File: src/rtl/dmem_arb_pkg.sv
// Shared types and constants for the data-memory arbiter.
package dmem_arb_pkg;

    // Per-cycle grant decision
    typedef enum logic [1:0] {
        GNT_NONE = 2'd0,
        GNT_CORE = 2'd1,
        GNT_EXT  = 2'd2
    } arb_gnt_e;

    // Width of the external-master starvation counter
    localparam int unsigned ARB_WAIT_W = 4;

endpackage

File: src/rtl/dmem_arbiter.sv
// Two-requester arbiter for the single-port data memory: the core's M-stage
// port has priority, and the external master gets a forced grant once it has
// been denied MAX_WAIT consecutive cycles.
module dmem_arbiter
    import dmem_arb_pkg::*;
#(
    parameter int unsigned DW       = 32,
    parameter int unsigned AW       = 32,
    parameter int unsigned MAX_WAIT = 4   // legal range 1..15
) (
    input  logic          clk,
    input  logic          rst,

    // Core memory-stage port
    input  logic          core_req,
    input  logic          core_we,
    input  logic [AW-1:0] core_addr,
    input  logic [DW-1:0] core_wdata,
    output logic [DW-1:0] core_rdata,
    output logic          core_stall,

    // External master port
    input  logic          ext_req,
    input  logic          ext_we,
    input  logic [AW-1:0] ext_addr,
    input  logic [DW-1:0] ext_wdata,
    output logic          ext_gnt,
    output logic          ext_rvalid,
    output logic [DW-1:0] ext_rdata,

    // Data memory port
    output logic          mem_we,
    output logic [AW-1:0] mem_addr,
    output logic [DW-1:0] mem_wdata,
    input  logic [DW-1:0] mem_rdata
);

    localparam logic [ARB_WAIT_W-1:0] MaxWait = ARB_WAIT_W'(MAX_WAIT);

    logic [ARB_WAIT_W-1:0] r_wait_cnt;
    logic [ARB_WAIT_W-1:0] w_wait_cnt_d;
    logic                  r_ext_rvalid;
    logic [DW-1:0]         r_ext_rdata;
    arb_gnt_e              w_gnt;
    logic                  w_ext_gnt;
    logic                  w_ext_rd_gnt;

    // Grant decision; reset forces NONE so nothing reaches memory while rst is low
    always_comb begin
        w_gnt = GNT_NONE;
        if (!rst) begin
            w_gnt = GNT_NONE;
        end else if (ext_req && (!core_req || (r_wait_cnt == MaxWait))) begin
            w_gnt = GNT_EXT;
        end else if (core_req) begin
            w_gnt = GNT_CORE;
        end
    end

    assign w_ext_gnt    = (w_gnt == GNT_EXT);
    assign w_ext_rd_gnt = w_ext_gnt && !ext_we;

    // Memory mux: idle cycles park the address/data on the core port
    always_comb begin
        mem_we    = 1'b0;
        mem_addr  = core_addr;
        mem_wdata = core_wdata;
        unique case (w_gnt)
            GNT_EXT: begin
                mem_we    = ext_we;
                mem_addr  = ext_addr;
                mem_wdata = ext_wdata;
            end
            GNT_CORE: begin
                mem_we    = core_we;
            end
            default: begin
                mem_we    = 1'b0;
            end
        endcase
    end

    // Requester-facing handshake outputs
    always_comb begin
        core_rdata = mem_rdata;
        core_stall = rst && core_req && (w_gnt != GNT_CORE);
        ext_gnt    = w_ext_gnt;
        ext_rvalid = r_ext_rvalid;
        ext_rdata  = r_ext_rdata;
    end

    // Starvation counter next state: counts denied external cycles, saturating
    always_comb begin
        w_wait_cnt_d = r_wait_cnt;
        if (!ext_req || w_ext_gnt) begin
            w_wait_cnt_d = '0;
        end else if (r_wait_cnt >= MaxWait) begin
            w_wait_cnt_d = MaxWait;
        end else begin
            w_wait_cnt_d = r_wait_cnt + 1'b1;
        end
    end

    // Starvation counter register
    always_ff @(posedge clk or negedge rst) begin
        if (!rst) begin
            r_wait_cnt <= '0;
        end else begin
            r_wait_cnt <= w_wait_cnt_d;
        end
    end

    // External read return: capture memory data on the edge ending a read grant
    always_ff @(posedge clk or negedge rst) begin
        if (!rst) begin
            r_ext_rvalid <= 1'b0;
            r_ext_rdata  <= '0;
        end else begin
            r_ext_rvalid <= w_ext_rd_gnt;
            if (w_ext_rd_gnt) begin
                r_ext_rdata <= mem_rdata;
            end
        end
    end

endmodule

File: config.mk
export PLATFORM = sky130hd
export DESIGN_NAME = dmem_arbiter
export DESIGN_NICKNAME = d
export VERILOG_FILES = /design/src/rtl/dmem_arb_pkg.sv /design/src/rtl/dmem_arbiter.sv
export SDC_FILE = /design/constraint.sdc
export NUM_CORES = 1
export LEC_CHECK = 0
export BUFFER_PORTS_ARGS = -buffer_cell sky130_fd_sc_hd__buf_2
export CORE_AREA = 2 2 117 119
export CTS_CLUSTER_DIAMETER = 100
export DETAILED_ROUTE_END_ITERATION = 12
export DIE_AREA = 0 0 119 121
export PLACE_DENSITY = 0.51
export SKIP_LAST_GASP = 1
export SLEW_MARGIN = 20
export SYNTH_ARGS = -nofsm -noshare
export SYNTH_HDL_FRONTEND = slang
export SYNTH_SLANG_ARGS = --single-unit
export TNS_END_PERCENT = 10
File: constraint.sdc
create_clock -name clk -period 5 [get_ports clk]
set_clock_uncertainty 0.1 [all_clocks]
set_input_delay 0 -clock clk [delete_from_list [all_inputs] [get_ports clk]]
set_output_delay 0 -clock clk [all_outputs]
set_load 0.005 [all_outputs]
### Word-level counts from Yosys, hierarchy flattened

Index checks and enable logic that the tools add are counted.

| storage, ports and cells | value |
|---|---|
| bits in registers | 37 |
| output and inout port bits | 132 |

| operators by class | value |
|---|---|
| magnitude comparators | 1 |
| reductions and logical operators | 9 |
| multiplexer cells | 8 |
| add/sub/neg operators | 1 |
| eq/ne operators | 4 |

Operators by type and width:

| kind | count |
|---|---|
| 2-to-1 mux 32 bit | 2 |
| 2-to-1 mux 4 bit | 2 |
| adder 4 x 1 -> 4 bit (second input constant) | 1 |
| == test 4 x 3 -> 1 bit (second input constant) | 1 |
| greater-or-equal comparator 4 x 3 -> 1 bit (second input constant) | 1 |
| logical AND 1 bit | 4 |
| 2-to-1 mux 2 bit | 2 |
| zero test 1 bit | 3 |
| == test 2 x 1 -> 1 bit (second input constant) | 1 |
| == test 2 bit (second input constant) | 1 |
| logical OR 1 bit | 2 |
| inequality test 2 x 1 -> 1 bit (second input constant) | 1 |
| case mux 1 bit (2 select lines) | 1 |
| 2-to-1 mux 1 bit | 1 |

### Logic depth before layout (Yosys ltp)

| logic depth | value |
|---|---|
| depth in word-level cells | 8 |
| gate-level depth with buffers | 10 |

### Least setup slack after synthesis

OpenSTA, ideal clock, no wires.

| path | value |
|---|---|
| kind | reg2reg |
| start point | register r_wait_cnt[0] |
| end point | register r_ext_rdata[0], in the netlist ext_rdata[0] |
| clock period less this slack | 2,172 ps |
| buffers on the path | 3 |
| cell stages (with the launch flop) | 11 |
| path slack | 2,828 ps |
| setup time | 125 ps |
| arrival time | 1,947 ps |
| data required time | 4,775 ps |
| path through | dfrtp_1 inv_1 ha_1 and3b_1 o211a_1 ha_1 clkbuf_2 nor2b_4 buf_6 buf_6 mux2_4 |

| between the ends | value |
|---|---|
| longest elaborated chain between the ends | 7 |

Ends and longest elaborated chain:

| element | line | text |
|---|---|---|
| start, declared | dmem_arbiter.sv:40 | `logic [ARB_WAIT_W-1:0] r_wait_cnt;` |
| start signal, assigned | dmem_arbiter.sv:109 | `r_wait_cnt <= w_wait_cnt_d;` |
| == test 4 x 3 -> 1 bit | dmem_arbiter.sv:53 | `end else if (ext_req && (!core_req \|\| (r_wait_cnt == MaxWait))) begin` |
| logical OR 1 bit | dmem_arbiter.sv:53 |  |
| logical AND 1 bit | dmem_arbiter.sv:53 |  |
| 2-to-1 mux 2 bit | dmem_arbiter.sv:53 |  |
| 2-to-1 mux 2 bit | dmem_arbiter.sv:51 | `if (!rst) begin` |
| == test 2 bit | dmem_arbiter.sv:60 | `assign w_ext_gnt = (w_gnt == GNT_EXT);` |
| via ext_gnt | dmem_arbiter.sv:27 | `output logic ext_gnt,` |
| logical AND 1 bit | dmem_arbiter.sv:61 | `assign w_ext_rd_gnt = w_ext_gnt && !ext_we;` |
| end signal, assigned | dmem_arbiter.sv:121 | `r_ext_rdata <= mem_rdata;` |
| end, declared | dmem_arbiter.sv:43 | `logic [DW-1:0] r_ext_rdata;` |

The timed path passes the listed nets, and every way through them passes these cells.
A chain may end at the register's enable or synchronous reset.

### Final worst setup path

| path | value |
|---|---|
| start point | input port rst |
| end point | register r_ext_rdata[26], in the netlist ext_rdata[26] |

| between the ends | value |
|---|---|
| longest elaborated chain between the ends | 3 |

Ends and longest elaborated chain:

| element | line | text |
|---|---|---|
| start, declared | dmem_arbiter.sv:12 | `input logic rst,` |
| 2-to-1 mux 2 bit | dmem_arbiter.sv:51 |  |
| == test 2 bit | dmem_arbiter.sv:60 |  |
| logical AND 1 bit | dmem_arbiter.sv:61 |  |

No other way between the ends.

==> impl_results.html <==
<table>
<tr><th>Metric</th><th>Value</th></tr>
<tr><th colspan="2">Finish</th></tr>
<tr><td>Share of cells above drive strength 1</td><td>81.5%</td></tr>
<tr><td>Post-Route Utilization</td><td>34.4%</td></tr>
<tr><td>Number of filler cells placed in the layout</td><td>1323</td></tr>
<tr><td>Area of combinational cells with multiple inputs</td><td>0.00135 mm2</td></tr>
<tr><td>Synth-to-layout area growth</td><td>71.8%</td></tr>
<tr><td>Layout Nets</td><td>666</td></tr>
<tr><td>Design area</td><td>0.00450 mm2</td></tr>
<tr><td>Most common cell after layout, fill and taps aside</td><td>sky130_fd_sc_hd__buf_2</td></tr>
<tr><td>Sequential standard cell area</td><td>926 um2</td></tr>
<tr><td>Number of inserted diodes</td><td>0</td></tr>
<tr><td>Most frequent cells in the layout</td><td>297 x sky130_fd_sc_hd__buf_2, 67 x sky130_fd_sc_hd__mux2_2, 37 x sky130_fd_sc_hd__dfrtp_1</td></tr>
<tr><th colspan="2">Run status</th></tr>
<tr><td>Outcome</td><td>complete, no violations</td></tr>
<tr><th colspan="2">Pwr</th></tr>
<tr><td>Worst vdd ir</td><td>128 uV</td></tr>
<tr><td>Cell area power density</td><td>248 mW/mm2</td></tr>
<tr><td>Post-layout total power</td><td>0.00111 W</td></tr>
<tr><td>P_leak</td><td>2.39 nW</td></tr>
<tr><th colspan="2">Drt</th></tr>
<tr><td>Post-DR wirelength/cell</td><td>13.4 um</td></tr>
<tr><td>DRT iter0 DRCs</td><td>86</td></tr>
<tr><td>First-pass iteration count of the detailed router</td><td>4</td></tr>
<tr><td>Vias/cell</td><td>3.86</td></tr>
<tr><td>DRC violations left</td><td>0</td></tr>
<tr><td>Final wirelength</td><td>9000 um</td></tr>
<tr><td>Antenna Violating Nets Remaining</td><td>0</td></tr>
<tr><td>Vias after detailed routing</td><td>2598</td></tr>
<tr><th colspan="2">Timing</th></tr>
<tr><td>Top achievable clock speed</td><td>0.324 GHz</td></tr>
<tr><td>Number of hold violations in the final report</td><td>0</td></tr>
<tr><td>Fin crit share</td><td>61.8%</td></tr>
<tr><td>Number of slew-limit violations in the final report</td><td>0</td></tr>
<tr><td>Least-Margin Pin Slew</td><td>945 ps</td></tr>
<tr><td>Setup repair after global routing missed its margin</td><td>false</td></tr>
<tr><td>Max_slew headroom</td><td>36.9%</td></tr>
<tr><td>Setup TNS</td><td>0 ps</td></tr>
<tr><td>Minimum period implied by the final worst setup slack</td><td>3090 ps</td></tr>
<tr><td>Hold WS</td><td>6.76 ps</td></tr>
<tr><td>Setup violators final</td><td>0</td></tr>
<tr><th colspan="2">Place</th></tr>
<tr><td>Cell area after placement</td><td>0.00401 mm2</td></tr>
<tr><td>Number of port buffers</td><td>297</td></tr>
<tr><td>Post-DP HPWL</td><td>7140 um</td></tr>
<tr><td>Final weighted congestion in routability-driven placement</td><td>0.745</td></tr>
<tr><th colspan="2">Floorplan</th></tr>
<tr><td>Placement Rows</td><td>42</td></tr>
<tr><td>Total Die Area</td><td>0.0144 mm2</td></tr>
<tr><td>Horizontal die dimension</td><td>119 um</td></tr>
<tr><td>Number of I/O pins</td><td>298</td></tr>
<tr><td>Initial core utilization</td><td>20.0%</td></tr>
<tr><td>Core box area</td><td>0.0131 mm2</td></tr>
<tr><td>Die Y-Extent</td><td>121 um</td></tr>
<tr><th colspan="2">Clock network</th></tr>
<tr><td>Clock tree from TritonCTS</td><td>yes</td></tr>
<tr><td>Insertion delay of the later-clocked pin in the worst-skew pair</td><td>280 ps</td></tr>
<tr><td>CTS H-tree lvls</td><td>2</td></tr>
<tr><td>Buffers inserted by post-CTS timing repair</td><td>0</td></tr>
<tr><td>CTS max path bufs</td><td>2</td></tr>
<tr><td>CTS buffer count</td><td>5</td></tr>
<tr><td>Clk sink count</td><td>37</td></tr>
<tr><td>Clock-pin transition on the worst setup and hold timing paths</td><td>60 ps</td></tr>
<tr><td>Root cell of the clock tree</td><td>sky130_fd_sc_hd__clkbuf_16</td></tr>
<tr><th colspan="2">Synth</th></tr>
<tr><td>Proportion of register bits with asynchronous set or reset after synthesis</td><td>100%</td></tr>
<tr><td>Number of unique standard cell types used by synthesis</td><td>22</td></tr>
<tr><td>Number of nets in the synthesized netlist</td><td>370</td></tr>
<tr><td>Post-synthesis cell count</td><td>200</td></tr>
<tr><td>EDFF count, synth</td><td>0</td></tr>
<tr><td>Synth Area per Inst</td><td>13.1 um2</td></tr>
<tr><td>Post-synthesis cell area</td><td>0.00262 mm2</td></tr>
<tr><td>Largest cells by area after synthesis</td><td>sky130_fd_sc_hd__dfrtp_1 35%, sky130_fd_sc_hd__mux2_2 29%, sky130_fd_sc_hd__mux2_4 17%</td></tr>
<tr><td>Register area share after synthesis</td><td>35.4%</td></tr>
<tr><td>Cell type contributing the most total cell area after synthesis</td><td>sky130_fd_sc_hd__dfrtp_1</td></tr>
<tr><td>Proportion of netlist area held by the largest area contributor</td><td>35.4%</td></tr>
<tr><td>Flip-flop cell with the highest count after synthesis</td><td>sky130_fd_sc_hd__dfrtp_1</td></tr>
<tr><td>Yosys reg bits</td><td>37</td></tr>
<tr><td>Synth warn</td><td>0</td></tr>
<tr><th colspan="2">Global routing</th></tr>
<tr><td>GR Util All Layers</td><td>11.3%</td></tr>
<tr><td>Sum of overflow across all layers after global routing</td><td>0</td></tr>
<tr><td>Vias in the first global route</td><td>2612</td></tr>
<tr><td>Largest net degree at the start of global routing</td><td>70</td></tr>
<tr><td>Number of antenna violations at the first check in global routing</td><td>0</td></tr>
<tr><td>First-pass GRT wire length</td><td>13000 um</td></tr>
<tr><th colspan="2">Setup path</th></tr>
<tr><td>Maximum fanout along the worst path</td><td>40</td></tr>
<tr><td>CP Class</td><td>input port to flip-flop</td></tr>
<tr><td>Signal arrival time at the worst endpoint</td><td>3150 ps</td></tr>
<tr><td>Required arrival time at the worst endpoint</td><td>5060 ps</td></tr>
<tr><td>Type of origin of the critical path</td><td>input port</td></tr>
<tr><td>Setup crit end kind</td><td>flip-flop</td></tr>
<tr><th colspan="2">Flow run</th></tr>
<tr><td>Max-cap violations</td><td>0</td></tr>
<tr><th colspan="2">Worst hold path</th></tr>
<tr><td>Classification of the worst-slack hold path</td><td>input port to flip-flop</td></tr>
</table>
==> registers in the layout, indices dropped and copies added, names as in the netlist <==
signal      flops
ext_rdata      32
r_wait_cnt      4
ext_rvalid      1
==> metrics by stage <==
stage	cells	setup WS, ps
final	673	1910
after global routing	673	1630
after detailed placement	631	2100
after floorplan	200	2830
after CTS	673	1860
after global placement	631	2190
==> final timing paths <==
kind                                     from             to  slack, ps  depth (start not counted)
worst max-delay path                      rst  ext_rdata[26]       1910                          7
worst max register to register  r_wait_cnt[0]  ext_rdata[26]       2140                          8
max in group asynchronous                 rst  ext_rdata[12]       3960                          2
min in group asynchronous                 rst  ext_rdata[20]        290                          2
worst min-delay path                   ext_we     ext_rvalid          7                          2
worst min register to register  ext_rdata[12]  ext_rdata[12]        410                          1
==> metal layers <==
| layer | GRT usage, % | share of wire [%] | wire [um] | vias to the layer above |
|---|---|---|---|---|
| met5 | 0 | 0 | 0 | - |
| met4 | 3.42 | 1.2 | 112 | 0 |
| met3 | 1.83 | 7.4 | 665 | 8 |
| met2 | 19.0 | 51 | 4560 | 141 |
| met1 | 14.8 | 41 | 3660 | 1184 |
| li1 | - | - | - | 1265 |
==> power breakdown <==
part,internal (W),leakage [nW],switching (W),total (W)
clock network,0.000185,0.0702,0.000125,0.000310
logic,0.000261,1.87,0.000138,0.000398
registers,0.000368,0.451,0.0000367,0.000405
total,0.000815,2.39,0.000299,0.00111
==> cell families after synthesis <==
kind of cell | after synthesis | share of synthesized area, %
adder cells (fa/ha/maj) | 4 | 1.91
flip-flops | 37 | 35.4
other | 1 | 0.143
AND/OR/NAND/NOR | 10 | 2.68
buffers and inverters | 47 | 13.0
AO/OA/AOI/OAI | 5 | 1.43
multiplexers | 96 | 45.4
==> Yosys cell counts (2+ instances only) <==
cell / n
sky130_fd_sc_hd__mux2_2: 67
sky130_fd_sc_hd__dfrtp_1: 37
sky130_fd_sc_hd__buf_4: 34
sky130_fd_sc_hd__mux2_4: 29
sky130_fd_sc_hd__buf_2: 5
sky130_fd_sc_hd__buf_6: 4
sky130_fd_sc_hd__ha_1: 4
sky130_fd_sc_hd__inv_1: 3
sky130_fd_sc_hd__nor2_1: 3
sky130_fd_sc_hd__and4b_1: 2
==> critical path, stage by stage <==
cell and delay (ps):
sky130_fd_sc_hd__dlygate4sd3_1 530, sky130_fd_sc_hd__buf_2 680, sky130_fd_sc_hd__o211a_1 260, sky130_fd_sc_hd__ha_2 180, sky130_fd_sc_hd__nor2b_4 770, sky130_fd_sc_hd__buf_4 350
sky130_fd_sc_hd__mux2_2 350
==> area by class of cell <==
class	count	area share, %
Timing Repair Buffer	333	40.9
Clock buffer	5	2.78
Inverter	3	0.250
Clock inverter	3	0.473
Multi-Input combinational cell	116	30.1
Sequential cell	37	20.6
Tap cell	176	4.89
==> timing repair <==
action                    CTS  global route
gates resized for setup     0             0
hold endpoints to repair   72             0
hold buffers               34             0
Note: power is estimated with default switching activity, not from simulation.
